`src/rtl/tob_feed_parser_if.sv`:
```
// Byte-serial quote feed in, assembled top-of-book words and status counters out.
// Latency: interface only, no logic.
// Backpressure: s_ready lets the parser stall the feed; tob outputs have no ready.
interface tob_feed_parser_if #(
  parameter int CNT_W = 16
);
  logic             s_valid;
  logic [7:0]       s_data;
  logic             s_last;
  logic             s_ready;
  logic             tob_valid;
  logic [63:0]      tob_word0;
  logic [63:0]      tob_word1;
  logic [CNT_W-1:0] msg_count;
  logic [CNT_W-1:0] err_count;

  // Feed source / book consumer side.
  modport master (
    output s_valid, s_data, s_last,
    input  s_ready, tob_valid, tob_word0, tob_word1, msg_count, err_count
  );

  // Parser side.
  modport slave (
    input  s_valid, s_data, s_last,
    output s_ready, tob_valid, tob_word0, tob_word1, msg_count, err_count
  );
endinterface

```
`src/rtl/tob_feed_parser.sv`:
```
// Assembles 15-byte big-endian quote messages into two top-of-book words; drops and counts bad ones.
// Latency: tob_valid pulses one cycle after the beat carrying byte 14.
// Backpressure: never stalls; s_ready is high from the first edge after reset.
module tob_feed_parser #(
  parameter logic [7:0] MSG_TYPE_QUOTE = 8'h51,
  parameter int         INST_ID_W      = 16,
  parameter int         PRICE_W        = 32,
  parameter int         SIZE_W         = 16,
  parameter int         CNT_W          = 16
) (
  input logic              clk,
  input logic              rst_n,
  tob_feed_parser_if.slave bus
);

  typedef enum logic [1:0] {IDLE, RECV, DROP} state_e;

  state_e               state_q, state_d;
  logic [3:0]           idx_q, idx_d;
  logic                 s_ready_q, s_ready_d;
  logic [INST_ID_W-1:0] inst_id_q, inst_id_d;
  logic [PRICE_W-1:0]   bid_px_q, bid_px_d;
  logic [SIZE_W-1:0]    bid_sz_q, bid_sz_d;
  logic [PRICE_W-1:0]   ask_px_q, ask_px_d;
  logic [SIZE_W-1:0]    ask_sz_q, ask_sz_d;
  logic                 tob_valid_q, tob_valid_d;
  logic [63:0]          word0_q, word0_d;
  logic [63:0]          word1_q, word1_d;
  logic [CNT_W-1:0]     msg_cnt_q, msg_cnt_d;
  logic [CNT_W-1:0]     err_cnt_q, err_cnt_d;

  logic beat;
  logic msg_ok;
  logic msg_err;

  assign beat = bus.s_valid & s_ready_q;

  // Next-state: field shifting, message FSM, emit and counter updates.
  always_comb begin
    state_d     = state_q;
    idx_d       = idx_q;
    s_ready_d   = 1'b1;
    inst_id_d   = inst_id_q;
    bid_px_d    = bid_px_q;
    bid_sz_d    = bid_sz_q;
    ask_px_d    = ask_px_q;
    ask_sz_d    = ask_sz_q;
    tob_valid_d = 1'b0;
    word0_d     = word0_q;
    word1_d     = word1_q;
    msg_cnt_d   = msg_cnt_q;
    err_cnt_d   = err_cnt_q;
    msg_ok      = 1'b0;
    msg_err     = 1'b0;

    // Payload bytes are shifted into the field owning the current index (MSB first).
    if (beat && state_q == RECV) begin
      if (idx_q <= 4'd2)       inst_id_d = {inst_id_q[INST_ID_W-9:0], bus.s_data};
      else if (idx_q <= 4'd6)  bid_px_d  = {bid_px_q[PRICE_W-9:0], bus.s_data};
      else if (idx_q <= 4'd8)  bid_sz_d  = {bid_sz_q[SIZE_W-9:0], bus.s_data};
      else if (idx_q <= 4'd12) ask_px_d  = {ask_px_q[PRICE_W-9:0], bus.s_data};
      else                     ask_sz_d  = {ask_sz_q[SIZE_W-9:0], bus.s_data};
    end

    case (state_q)
      IDLE: begin
        if (beat) begin
          if (bus.s_data == MSG_TYPE_QUOTE) begin
            if (bus.s_last) begin
              msg_err = 1'b1;           // a lone type byte is a short quote
            end else begin
              state_d = RECV;
              idx_d   = 4'd1;
            end
          end else begin
            msg_err = 1'b1;
            if (!bus.s_last) state_d = DROP;
          end
        end
      end
      RECV: begin
        if (beat) begin
          if (bus.s_last) begin
            state_d = IDLE;
            idx_d   = 4'd0;
            // Ask price is complete by byte 12, so the book check uses the stored prices.
            if (idx_q == 4'd14 && bid_px_q < ask_px_q) msg_ok  = 1'b1;
            else                                       msg_err = 1'b1;
          end else if (idx_q == 4'd14) begin
            // Overlong message: count once here, swallow the tail silently in DROP.
            msg_err = 1'b1;
            state_d = DROP;
            idx_d   = 4'd0;
          end else begin
            idx_d = idx_q + 4'd1;
          end
        end
      end
      DROP: begin
        if (beat && bus.s_last) state_d = IDLE;
      end
      default: begin
        state_d = IDLE;
        idx_d   = 4'd0;
      end
    endcase

    // ask_sz low byte arrives on the final beat, so the word takes the next-state value.
    if (msg_ok) begin
      tob_valid_d = 1'b1;
      word0_d     = {bid_sz_q, bid_px_q, inst_id_q};
      word1_d     = {16'd0, ask_sz_d, ask_px_q};
      if (msg_cnt_q != '1) msg_cnt_d = msg_cnt_q + 1'b1;
    end
    if (msg_err && err_cnt_q != '1) err_cnt_d = err_cnt_q + 1'b1;
  end

  // State and output registers; reset discards any partial message without counting it.
  always_ff @(posedge clk or negedge rst_n) begin
    if (!rst_n) begin
      state_q     <= IDLE;
      idx_q       <= 4'd0;
      s_ready_q   <= 1'b0;
      inst_id_q   <= '0;
      bid_px_q    <= '0;
      bid_sz_q    <= '0;
      ask_px_q    <= '0;
      ask_sz_q    <= '0;
      tob_valid_q <= 1'b0;
      word0_q     <= '0;
      word1_q     <= '0;
      msg_cnt_q   <= '0;
      err_cnt_q   <= '0;
    end else begin
      state_q     <= state_d;
      idx_q       <= idx_d;
      s_ready_q   <= s_ready_d;
      inst_id_q   <= inst_id_d;
      bid_px_q    <= bid_px_d;
      bid_sz_q    <= bid_sz_d;
      ask_px_q    <= ask_px_d;
      ask_sz_q    <= ask_sz_d;
      tob_valid_q <= tob_valid_d;
      word0_q     <= word0_d;
      word1_q     <= word1_d;
      msg_cnt_q   <= msg_cnt_d;
      err_cnt_q   <= err_cnt_d;
    end
  end

  assign bus.s_ready   = s_ready_q;
  assign bus.tob_valid = tob_valid_q;
  assign bus.tob_word0 = word0_q;
  assign bus.tob_word1 = word1_q;
  assign bus.msg_count = msg_cnt_q;
  assign bus.err_count = err_cnt_q;

endmodule
```
`src/flat_wrapper.sv`:
```
// flat-port wrapper written by rule: the top's interface ports become plain ports
module tob_feed_parser_flat 
#(
  parameter logic [7:0] MSG_TYPE_QUOTE = 8'h51,
  parameter int         INST_ID_W      = 16,
  parameter int         PRICE_W        = 32,
  parameter int         SIZE_W         = 16,
  parameter int         CNT_W          = 16
)
  (clk, rst_n, bus_s_valid, bus_s_data, bus_s_last, bus_s_ready, bus_tob_valid, bus_tob_word0, bus_tob_word1, bus_msg_count, bus_err_count);
  tob_feed_parser_if #(.CNT_W(CNT_W)) bus_i ();
  input logic clk;
  input logic rst_n;
  input wire logic [$bits(bus_i.s_valid)-1:0] bus_s_valid;
  input wire logic [$bits(bus_i.s_data)-1:0] bus_s_data;
  input wire logic [$bits(bus_i.s_last)-1:0] bus_s_last;
  output wire logic [$bits(bus_i.s_ready)-1:0] bus_s_ready;
  output wire logic [$bits(bus_i.tob_valid)-1:0] bus_tob_valid;
  output wire logic [$bits(bus_i.tob_word0)-1:0] bus_tob_word0;
  output wire logic [$bits(bus_i.tob_word1)-1:0] bus_tob_word1;
  output wire logic [$bits(bus_i.msg_count)-1:0] bus_msg_count;
  output wire logic [$bits(bus_i.err_count)-1:0] bus_err_count;
  assign bus_i.s_valid = bus_s_valid;
  assign bus_i.s_data = bus_s_data;
  assign bus_i.s_last = bus_s_last;
  assign bus_s_ready = bus_i.s_ready;
  assign bus_tob_valid = bus_i.tob_valid;
  assign bus_tob_word0 = bus_i.tob_word0;
  assign bus_tob_word1 = bus_i.tob_word1;
  assign bus_msg_count = bus_i.msg_count;
  assign bus_err_count = bus_i.err_count;
  tob_feed_parser #(.MSG_TYPE_QUOTE(MSG_TYPE_QUOTE), .INST_ID_W(INST_ID_W), .PRICE_W(PRICE_W), .SIZE_W(SIZE_W), .CNT_W(CNT_W)) u_core (.clk(clk), .rst_n(rst_n), .bus(bus_i));
endmodule
```
`config.mk`:
```
export PLATFORM = sky130hd
export DESIGN_NAME = tob_feed_parser_flat
export DESIGN_NICKNAME = d
export VERILOG_FILES = /design/src/rtl/tob_feed_parser_if.sv /design/src/rtl/tob_feed_parser.sv /design/src/flat_wrapper.sv
export SDC_FILE = /design/constraint.sdc
export NUM_CORES = 1
export LEC_CHECK = 0
export ABC_AREA = 1
export BUFFER_PORTS_ARGS = -buffer_cell sky130_fd_sc_hd__buf_2
export CORE_UTILIZATION = 45
export DETAILED_ROUTE_END_ITERATION = 10
export HOLD_SLACK_MARGIN = 0.08
export PLACE_DENSITY = 0.65
export SETUP_SLACK_MARGIN = 0.02
export SLEW_MARGIN = 15
export SYNTH_ARGS = -nofsm -noshare
export SYNTH_HDL_FRONTEND = slang
export SYNTH_SLANG_ARGS = --single-unit
```
`constraint.sdc`:
```
create_clock -name clk -period 2.25 [get_ports clk]
set_input_delay 0 -clock clk [delete_from_list [all_inputs] [get_ports clk]]
set_output_delay 0 -clock clk [all_outputs]
set_load 0.05 [all_outputs]
```
==> flow_metrics.py <==
metrics = {
    "cells_and_area": {
        "drive_gt1_frac": 0.239,
        "utilization": 0.579,
        "layout.nets": 1560,
        "synthToLayoutAreaGrowth_pct": 25.1,
        "stdcell_count": 1864,
        "antenna_cells": 0,
    },
    "global_route": {
        "grt_usage": 0.224,
        "gr-total-overflow": 0,
        "antenna_found_initial": 0,
        "first_global_vias": 9155,
        "grt_pass1_wl_mm": 47.9,
        "grt_max_degree": 83,
    },
    "min_path": {
        "hp-class": "input pin to flop",
    },
    "clock_tree": {
        "clock_tree.root_cell": "clkbuf_16",
        "h-tree-depth": 1,
        "clkSinkCount": 264,
        "cts_buffer_depth": 3,
        "path_clk_slew_ns": 0.06,
        "clk_latency_ns": 0.53,
        "cts_tree": "built",
        "cts_buffers": 27,
    },
    "place": {
        "hpwlAfterDp_mm": 19.9,
        "dpl.cell_count": 1789,
        "gp_congestion": 0.823,
        "portBuffers": 157,
    },
    "critical_path": {
        "critPathArrivalTime_ns": 2.68,
        "worstPathRequired_ns": 2.72,
        "crit_path_end_kind": "flop",
        "crit_path_start_kind": "flop",
        "criticalPathCategory": "flop to flop",
        "critPathMaxFanout": 6,
    },
    "timing": {
        "tightest_slew_ns": 0.576,
        "hold_viol": 0,
        "finalCritPeriodShare": 0.980,
        "slew_headroom": 0.616,
        "post-route-min-period_ns": 2.20,
        "slew_violations": 0,
        "max_freq_ghz": 0.454,
        "whs_ns": 0.191,
        "rsz0062_at_grt": "true",
        "finClkSkew_ns": 0.0103,
        "setup_viol": 0,
    },
    "yosys": {
        "synthArstFlopShare": 1.00,
        "avgSynthCellArea_um2": 9.14,
        "yosys-top-cells-area": "dfrtp_1 (56%), nand2_1 (13%), o21ai_0 (8.1%)",
        "synth_cell_type_count": 33,
        "synth_top_area_frac": 0.560,
        "ys.flop_type": "dfrtp_1",
        "netlist_area_um2": 11800,
        "synth_edf_count": 0,
        "synth_cells": 1291,
        "synthTopCellsByCount": "nand2_1 (420), dfrtp_1 (264), o21ai_0 (190)",
        "ys_warn_count": 0,
        "synth_seq_area_share": 0.560,
        "synth_top_area_cell": "dfrtp_1",
        "synth.ff_latch_count": 264,
        "yosysMostFrequentCell": "nand2_1",
    },
    "route": {
        "drt_iter0_markers": 671,
        "vias": 9480,
        "firstDrtPassIters": 5,
        "drtAntennaViolNets": 0,
        "drc": 0,
        "via_per_inst": 5.09,
        "drt-total-wl_mm": 30.0,
        "wl_per_cell_um": 16.1,
    },
    "die": {
        "io_pins": 174,
        "rows": 58,
        "die-area_um2": 26900,
        "die-width_um": 164,
        "coreArea_um2": 25500,
        "die_y_um": 164,
        "start_util": 0.463,
    },
    "power": {
        "power_density_nw_per_um2": 682,
        "peakVddDrop_uv": 657,
        "leakagePower_nw": 8.19,
    },
    "status": {
        "status": "finished clean",
    },
    "run": {
        "cap_violations": 0,
    },
}
placed cells by master, fill, tap and decap left out, drive strengths merged, types with 8 or more instances in the layout:
cell type,n
inv,87
a21oi,25
ha,33
xor2,17
conb,17
clkbuf,43
nor2,41
xnor2,11
buf,239
nor3,17
o21ai,190
nand3,36
mux2,31
dfrtp,264
dlygate4sd3,14
o21a,8
nand2,422
nand4,25
kinds of logic (layout without fill, tap and decap cells):
logic type | after synthesis | count (layout) | share of synthesized area
flip-flops | 264 | 264 | 0.560
adder cells (fa/ha/maj) | 33 | 33 | 0.0350
other | 2 | 17 | 0.000636
buffers and inverters | 164 | 391 | 0.0648
multiplexers | 31 | 31 | 0.0296
XOR/XNOR | 28 | 28 | 0.0208
AND/OR/NAND/NOR | 544 | 545 | 0.192
AO/OA/AOI/OAI | 225 | 225 | 0.0975
power breakdown:
part / internal (mW) / switching (mW)
Sequential: 4.81 / 0.0831
Clock: 2.69 / 1.85
Combinational: 0.159 / 0.472
Total: 7.66 / 2.40
worst max-delay path: stages (launching register included):
cell and delay [ns]:
dfrtp_1 0.36, inv_1 0.05, ha_1 0.30, nand2_1 0.07, inv_1 0.03, o21ai_0 0.20, a21oi_1 0.13, nor2_1 0.12
buf_4 0.16, nand2_4 0.07, nor2_4 0.09, buf_6 0.15, buf_8 0.13, clkbuf_16 0.16, nand2_1 0.06, nand2_1 0.06
area by class of cell:
class / instances / area, um2
clock inverters: 9 / 101
clock buffers: 39 / 801
fillers: 2272 / 10700
inverters: 86 / 323
flip-flops and latches: 264 / 6610
repair buffers: 257 / 1830
well taps: 330 / 413
multi-input cells: 879 / 4680
state kept, by name, summed over array words and instances (netlist names):
register / flops
u_core.ask_px_q: 32
u_core.ask_sz_q: 16
u_core.bid_px_q: 32
u_core.bid_sz_q: 16
u_core.bus.err_count: 16
u_core.bus.msg_count: 16
u_core.bus.s_ready: 1
u_core.bus.tob_valid: 1
u_core.bus.tob_word0: 64
u_core.bus.tob_word1: 48
u_core.idx_q: 4
u_core.inst_id_q: 16
u_core.state_q: 2
routing by layer:
layer,GRT usage,up-vias,wire [um]
li1,-,4625,-
met1,0.327,4599,14100
met2,0.355,220,13900
met3,0.0338,36,1550
met4,0.0459,0,442
met5,0,-,0
path summary, 6_finish.rpt:
kind                                                from                        to  slack, ns  depth (start not counted)
worst max-delay path                 u_core.ask_px_q[25]  u_core.bus.tob_word1[34]       0.05                         15
worst max register to register       u_core.ask_px_q[25]  u_core.bus.tob_word1[34]       0.05                         15
max in group asynchronous                          rst_n         u_core.state_q[1]       0.84                          4
worst min register to register  u_core.bus.tob_word1[14]  u_core.bus.tob_word1[14]       0.47                          2
worst min-delay path                         bus_s_valid  u_core.bus.err_count[15]       0.19                          6
min in group asynchronous                          rst_n   u_core.bus.msg_count[5]       0.57                          3
stage by stage:
stage               setup TNS, ns  area (um2)  power [mW]  setup slack, ns
floorplan                       0       11900        5.36           0.0243
global placement                0       13300        5.56           0.0171
detailed placement        -0.0133       13300        5.57          -0.0120
CTS                             0       14400        10.1           0.0116
global route                -8.50       14800        10.4           -0.113
finish                          0       14800        10.1           0.0457
what timing repair did:
item                                    4_1_cts  5_1_grt
endpoints found under the hold margin       313        0
pin swaps                                     0        5
hold buffers                                 14        0
setup buffers                                 2        5
endpoints found under the setup margin       92      145
resized for setup                             5       64
gates cloned                                  1        5
No activity file was read; power rests on OpenSTA's default activity.
